**src/rtl/tick_timer_bank.sv**
```systemverilog
// tick_timer_bank: CHANNELS independent WIDTH-bit tick timers with periodic or one-shot modes.
// Define TIMER_PRESCALE_EN to pace all channels from a shared PRESCALE divider.
module tick_timer_bank #(
    parameter int unsigned WIDTH    = 27,
    parameter int unsigned CHANNELS = 4,
    parameter int unsigned PRESCALE = 50
) (
    input  logic                         clk,
    input  logic                         rst,
    input  logic [CHANNELS*WIDTH-1:0]    tm_value,
    input  logic [CHANNELS-1:0]          load,
    input  logic [CHANNELS-1:0]          oneshot,
    input  logic [CHANNELS-1:0]          count_en,
    output logic [CHANNELS-1:0]          fc,
    output logic [CHANNELS-1:0]          busy,
    output logic [CHANNELS*WIDTH-1:0]    count
);

    logic stepTick;

`ifdef TIMER_PRESCALE_EN
    localparam int unsigned PreW = (PRESCALE > 1) ? $clog2(PRESCALE) : 1;
    localparam logic [PreW-1:0] PreLast = PreW'(PRESCALE - 1);

    logic [PreW-1:0] prescaleQ, prescaleD;

    // Free-running divider; loads never touch it, so channels see a common tick phase.
    always_comb begin
        prescaleD = (prescaleQ == PreLast) ? '0 : prescaleQ + PreW'(1);
    end

    always_ff @(posedge clk) begin
        if (rst) begin
            prescaleQ <= '0;
        end else begin
            prescaleQ <= prescaleD;
        end
    end

    assign stepTick = (prescaleQ == PreLast);
`else
    logic unusedPrescale;
    assign unusedPrescale = ^PRESCALE;
    assign stepTick       = 1'b1;
`endif

    for (genvar i = 0; i < CHANNELS; i++) begin : gChannel
        logic [WIDTH-1:0] periodQ, periodD;
        logic [WIDTH-1:0] cntQ, cntD;
        logic             oneshotQ, oneshotD;
        logic             runQ, runD;
        logic             fcQ, fcD;
        logic [WIDTH-1:0] tmSlice;
        logic             terminal;

        assign tmSlice  = tm_value[i*WIDTH +: WIDTH];
        assign terminal = (cntQ == periodQ - WIDTH'(1));

        // Load wins over a step, so a terminal count coinciding with a reload never pulses.
        always_comb begin
            periodD  = periodQ;
            oneshotD = oneshotQ;
            cntD     = cntQ;
            runD     = runQ;
            fcD      = 1'b0;
            if (load[i]) begin
                periodD  = tmSlice;
                oneshotD = oneshot[i];
                cntD     = '0;
                runD     = (tmSlice != '0);
            end else if (runQ && count_en[i] && stepTick) begin
                if (terminal) begin
                    cntD = '0;
                    fcD  = 1'b1;
                    if (oneshotQ) begin
                        runD = 1'b0;
                    end
                end else begin
                    cntD = cntQ + WIDTH'(1);
                end
            end
        end

        always_ff @(posedge clk) begin
            if (rst) begin
                periodQ  <= '0;
                oneshotQ <= 1'b0;
                cntQ     <= '0;
                runQ     <= 1'b0;
                fcQ      <= 1'b0;
            end else begin
                periodQ  <= periodD;
                oneshotQ <= oneshotD;
                cntQ     <= cntD;
                runQ     <= runD;
                fcQ      <= fcD;
            end
        end

        assign count[i*WIDTH +: WIDTH] = cntQ;
        assign fc[i]                   = fcQ;
        assign busy[i]                 = runQ;
    end

endmodule
```
**config.mk**
```make
export PLATFORM = sky130hd
export DESIGN_NAME = tick_timer_bank
export DESIGN_NICKNAME = d
export VERILOG_FILES = /design/src/rtl/tick_timer_bank.sv
export SDC_FILE = /design/constraint.sdc
export NUM_CORES = 1
export LEC_CHECK = 0
export CAP_MARGIN = 20
export CORE_ASPECT_RATIO = 1.2
export CORE_MARGIN = 1.5
export CORE_UTILIZATION = 48
export DETAILED_ROUTE_END_ITERATION = 7
export PLACE_DENSITY = 0.76
export SYNTH_ARGS = -nofsm -noshare
export SYNTH_HDL_FRONTEND = slang
export SYNTH_SLANG_ARGS = --single-unit
```
**constraint.sdc**
```tcl
create_clock -name clk -period 3.29 [get_ports clk]
set_clock_uncertainty 0.1 [all_clocks]
set_input_delay 0.8225 -clock clk [delete_from_list [all_inputs] [get_ports clk]]
set_output_delay 0.8225 -clock clk [all_outputs]
set_load 0.02 [all_outputs]
```
## Word level (Yosys, flattened, before mapping)

Index checks and enable logic that the tools add are counted.

| storage, ports and cells | value |
|---|---|
| register bits after elaboration | 228 |
| bits of input ports | 122 |
| output and inout bits | 116 |
| logic and storage cells | 92 |

| operators by class | value |
|---|---|
| $add $sub $neg | 8 |
| equal/unequal tests | 4 |
| mux-type cells | 24 |
| bitwise operators | 4 |
| reduce and logical (&&, ||, !) cells | 32 |

Operators by type and width:

| operator | number |
|---|---|
| adder 27 x 1 -> 27 bit (second input constant) | 4 |
| == test 27 bit | 4 |
| 2-to-1 mux 27 bit | 4 |
| nonzero test 27 bit | 4 |
| subtractor 27 x 1 -> 27 bit (second input constant) | 4 |
| nonzero test 2 bit | 12 |
| 2-to-1 mux 1 bit | 20 |
| AND reduction 3 bit | 4 |
| OR reduction 3 bit | 4 |
| OR reduction 2 bit | 4 |
| logical AND 1 bit | 4 |
| NOT 1 bit | 4 |

## Depth between registers and ports, before layout

| logic depth | value |
|---|---|
| depth after elaboration | 5 |
| mapped depth | 12 |
| gate-level depth less buffers | 10 |

## Worst setup path after synthesis

OpenSTA, ideal clock, no wires.

| timing path | value |
|---|---|
| path type | register to register |
| from | register gChannel[2].periodQ[0] |
| to | register gChannel[2].cntQ[16] |
| library setup time | 115 ps |
| arrival time | 2952 ps |
| data required time | 3075 ps |
| path slack | 124 ps |
| stages on the path, launching flop included | 13 |
| buffers on the path | 2 |
| clock period less this slack | 3166 ps |
| path through | dfxtp_1 > inv_1 > ha_1 > clkbuf_1 > nor2b_1 > nand4_1 > or4_1 > or3_1 > a221oi_1 > nand4_1 > o21ai_2 > buf_4 > nor2_1 |

| between the ends | value |
|---|---|
| longest elaborated chain between the ends | 3 |

RTL lines:

| what | line | RTL |
|---|---|---|
| start: declaration | 48 | `logic [WIDTH-1:0] periodQ, periodD;` |
| start signal: assignment | 92 | `periodQ <= periodD;` |
| subtractor 27 x 1 -> 27 bit | 57 | `assign terminal = (cntQ == periodQ - WIDTH'(1));` |
| == test 27 bit | 57 |  |
| 2-to-1 mux 27 bit | 72 | `if (terminal) begin` |
| end signal: assignment | 94 | `cntQ <= cntD;` |
| end: declaration | 49 | `logic [WIDTH-1:0] cntQ, cntD;` |

No other way between the ends.
A chain may end at the register's enable or synchronous reset.

## Final worst setup path

| timing path | value |
|---|---|
| from | register gChannel[0].periodQ[5] |
| to | register gChannel[0].cntQ[16] |

| between the ends | value |
|---|---|
| longest elaborated chain between the ends | 3 |

RTL lines:

| what | line |
|---|---|
| start: declaration | 48 |
| start signal: assignment | 92 |
| subtractor 27 x 1 -> 27 bit | 57 |
| == test 27 bit | 57 |
| 2-to-1 mux 27 bit | 72 |
| end signal: assignment | 94 |
| end: declaration | 49 |

No other way between the ends.

==> metrics.md <==
| Metric | Value |
|---|---|
| CP most frequent cell | `or4_4` |
| Warnings from Yosys | `0` |
| Routed Antenna Nets | `0` |
| Fin. Hold Viols | `0` |
| Initial antenna violation count | `1` |
| Worst stage delay on the critical path | `0.57 ns` |
| Flops & latches, synth | `228` |
| Min-Delay Path Class | `flip-flop to flip-flop` |
| FF-to-FF Start | `gChannel[0].periodQ[5]` |
| Cell Chain, Critical Path | `or4_4, or4_4, xnor2_1, a21oi_1, nand4_1, or4b_4, o31ai_4, buf_12, clkbuf_16, nor2_1` |
| Crit. End Element | `flip-flop` |
| Die H | `184 µm` |
| # IOs | `238` |
| Final Critical Period | `3.28 ns` |
| Root Buffer | `clkbuf_16` |
| Buffers on Ports | `237` |
| Post-synth EDFFs | `0` |
| Multi-input logic area | `0.00810 mm²` |
| Share of layout cells above drive strength 1 | `9.34%` |
| Critical Path RT | `3.61 ns` |
| Vias in the first global route | `11700` |
| Via count | `12200` |
| TritonCTS clock tree | `done` |
| Fin nets | `1920` |
| CP startpoint kind | `flip-flop` |
| Vias per Instance | `5.67` |
| Sink Count | `228` |
| Reg clk slew, reported paths | `0.06 ns` |
| Die Area | `0.0282 mm²` |
| Endpoints failing setup | `0` |
| Yosys cell types | `71` |
| Die Width | `154 µm` |
| CP Max Fanout | `13` |
| Cells after synthesis | `1540` |
| Top_reg_cell synth | `dfxtp_1` |
| Worst Reg2Reg Path Length in Cells | `10` |
| Avg WL per Cell | `17.2 µm` |
| Synthesized area per cell | `8.47 µm²` |
| Dpl cells | `2090` |
| Area growth syn-to-layout | `30.3%` |
| Share of flip-flops with an asynchronous set or reset | `0%` |
| DRC | `0` |
| Routed WL | `36900 µm` |
| GRT overflow | `0` |
| Filler cell count | `2248` |
| Worst r2r dst | `gChannel[0].cntQ[16]` |
| Final period utilization | `99.7%` |
| Num CTS Buffers | `26` |
| Max Slew Vio Count | `0` |
| Hold_buf cts | `0` |
| H-tree Lvls | `1` |
| DR iter-0 viols | `685` |
| Maximum clock rate | `305 MHz` |
| Setup TNS | `0 ns` |
| Crit-path slowest cell | `or4b_4` |
| Clk Latency, worst-skew pair | `0.53 ns` |
| Crit path DAT | `3.60 ns` |
| Worst rel slew slack | `45.5%` |
| Max-Cap Viols | `0` |
| GPL Wtd Cong | `0.893` |
| Largest net degree at the start of global routing | `57` |
| Setup crit end | `gChannel[0].cntQ[16]` |
| CTS max path bufs | `3` |
| Final core occ | `64.2%` |
| Initial Util | `49.2%` |
| CORE AREA | `0.0265 mm²` |
| Synthesized area | `0.0131 mm²` |
| Area occupied by registers | `0.00457 mm²` |
| Non-filler instance count after layout | `2146` |
| Status | `complete, no violations` |
| HPWL after DPL | `27600 µm` |
| # rows | `65` |
| Drt first pass iters | `7` |
| Flop2flop setup slack | `0.01 ns` |
| CP startpoint | `gChannel[0].periodQ[5]` |
| Slew @ Worst Pin | `0.809 ns` |
| Design Power | `0.00706 W` |
| Post-Syn Nets | `1670` |
| Leak | `6.44 nW` |
| Maximum VDD drop | `0.309 mV` |
| Sequential-to-total area share from yosys stat | `35.0%` |
| Gr usage total | `25.0%` |
| CP Class | `flip-flop to flip-flop` |
| Power per cell area | `415 mW/mm²` |
| First-pass GRT wire length | `58600 µm` |
where the power goes:
part	internal, W	total [W]	leakage, nW	switching, W
logic	0.000581	0.00115	4.14	0.000568
registers	0.00285	0.00298	1.86	0.000127
clock network	0.00178	0.00294	0.440	0.00116
total	0.00521	0.00706	6.44	0.00185
worst min-delay path by stage:
| stage | start | end | depth (start not counted) |
|---|---|---|---|
| floorplan | gChannel[0].oneshotQ | gChannel[0].runQ | 1 |
| global route | gChannel[0].oneshotQ | gChannel[0].runQ | 1 |
| CTS | gChannel[0].oneshotQ | gChannel[0].runQ | 1 |
| detailed placement | gChannel[0].oneshotQ | gChannel[0].runQ | 1 |
| finish | gChannel[0].oneshotQ | gChannel[0].runQ | 1 |
| global placement | gChannel[0].oneshotQ | gChannel[0].runQ | 1 |
cell families after synthesis:
| kind of cell | share of synthesized area (%) |
|---|---|
| AO/OA/AOI/OAI | 5.56 |
| XOR/XNOR | 16.4 |
| adder cells (fa/ha/maj) | 0.767 |
| buffers and inverters | 3.66 |
| flip-flops | 35.0 |
| multiplexers | 9.33 |
| AND/OR/NAND/NOR | 29.3 |
sequential cells by signal (all words and copies together), names as in the netlist:
signal,count
gChannel.runQ,4
gChannel.oneshotQ,4
gChannel.periodQ,108
gChannel.fcQ,4
gChannel.cntQ,108
metrics by stage:
step                      setup slack [ns]  instance area (µm²)  hold WS, ns
after floorplan                      0.124                13100        0.345
after global placement               0.104                15900        0.369
after detailed placement            0.0410                15900        0.375
after CTS                           0.0225                16800        0.383
after global routing               -0.0186                17000        0.401
final                              0.00958                17000        0.386
cell usage after synthesis (6+ instances only):
cell / n / share of area [%]
a31oi_1: 12 / 0.58
nand2_1: 71 / 2.0
nor4b_1: 8 / 0.54
xnor2_1: 127 / 8.5
o21ai_0: 20 / 0.77
xor2_1: 118 / 7.9
and2_1: 17 / 0.81
clkbuf_1: 48 / 1.4
nand4_1: 42 / 2.0
nand3b_1: 11 / 0.63
and3_1: 24 / 1.2
mux2i_1: 116 / 8.9
nor4_1: 52 / 2.5
nand2b_1: 8 / 0.38
or3_1: 12 / 0.58
buf_2: 10 / 0.38
ha_1: 8 / 0.77
nor3_1: 67 / 2.6
buf_4: 10 / 0.58
dfxtp_1: 228 / 35
nand4b_1: 6 / 0.40
inv_1: 25 / 0.72
nand3_1: 68 / 2.6
nor2b_1: 11 / 0.53
nor2_1: 271 / 7.8
buf_1: 9 / 0.26
nor4_2: 6 / 0.58
or4_1: 13 / 0.75
o211ai_1: 7 / 0.40
and4_1: 15 / 1.0
a21oi_1: 18 / 0.69
cell type report:
| class | instances | area share (%) |
|---|---|---|
| Multi-Input combinational cell | 1206 | 47.6 |
| Sequential cell | 228 | 26.9 |
| Timing Repair Buffer | 303 | 17.3 |
| Clock buffer | 37 | 4.55 |
| Tap cell | 335 | 2.46 |
| Clock inverter | 10 | 0.588 |
| Inverter | 25 | 0.552 |
| Antenna cell | 2 | 0.0294 |
per-layer routing:
metal  GRT usage (%)  vias up  wire length, µm
met4            9.32        0             1230
li1                -     5904                -
met1            30.6     5784            15700
met3            4.90       94             2310
met2            43.3      385            17700
met5               0        -                0
cells in the final DEF, fill, tap and decap left out, types with 5 or more instances in the layout:
| cell type | n |
|---|---|
| o211ai_1 | 7 |
| a311oi_1 | 5 |
| ha_1 | 7 |
| mux2_2 | 5 |
| nor3_1 | 64 |
| and3_1 | 24 |
| clkinv_2 | 8 |
| buf_4 | 59 |
| nor4_4 | 6 |
| nor4_2 | 7 |
| nand2b_1 | 8 |
| and4_1 | 15 |
| nor2b_1 | 10 |
| or3_1 | 12 |
| nand2_1 | 70 |
| xor2_1 | 118 |
| nor2_1 | 271 |
| nor4_1 | 50 |
| buf_12 | 5 |
| xnor2_1 | 127 |
| dfxtp_1 | 223 |
| nand4b_1 | 6 |
| inv_1 | 23 |
| clkbuf_16 | 29 |
| clkbuf_8 | 6 |
| a31oi_1 | 12 |
| nand3_1 | 68 |
| clkdlybuf4s50_1 | 232 |
| o21ai_0 | 20 |
| nand3b_1 | 11 |
| mux2i_1 | 116 |
| nor4b_1 | 8 |
| a21oi_1 | 18 |
| or4_1 | 10 |
| nand4_1 | 42 |
| and2_1 | 17 |
repair_timing:
item / 4_1_cts / 5_1_grt
endpoints found under the setup margin: 0 / 79
buffers inserted: 0 / 5
gates resized for setup: 0 / 28
hold endpoints to repair: 0 / 0
critical path: cells and delay by family (launching register included):
| kind | cells | cell delay, ns |
|---|---|---|
| simple gates | 5 | 1.82 |
| compound gates | 2 | 0.43 |
| buf+inv | 2 | 0.32 |
| xor+xnor | 1 | 0.14 |
| flops | 1 | 0.35 |
No activity file was read; power rests on OpenSTA's default activity.
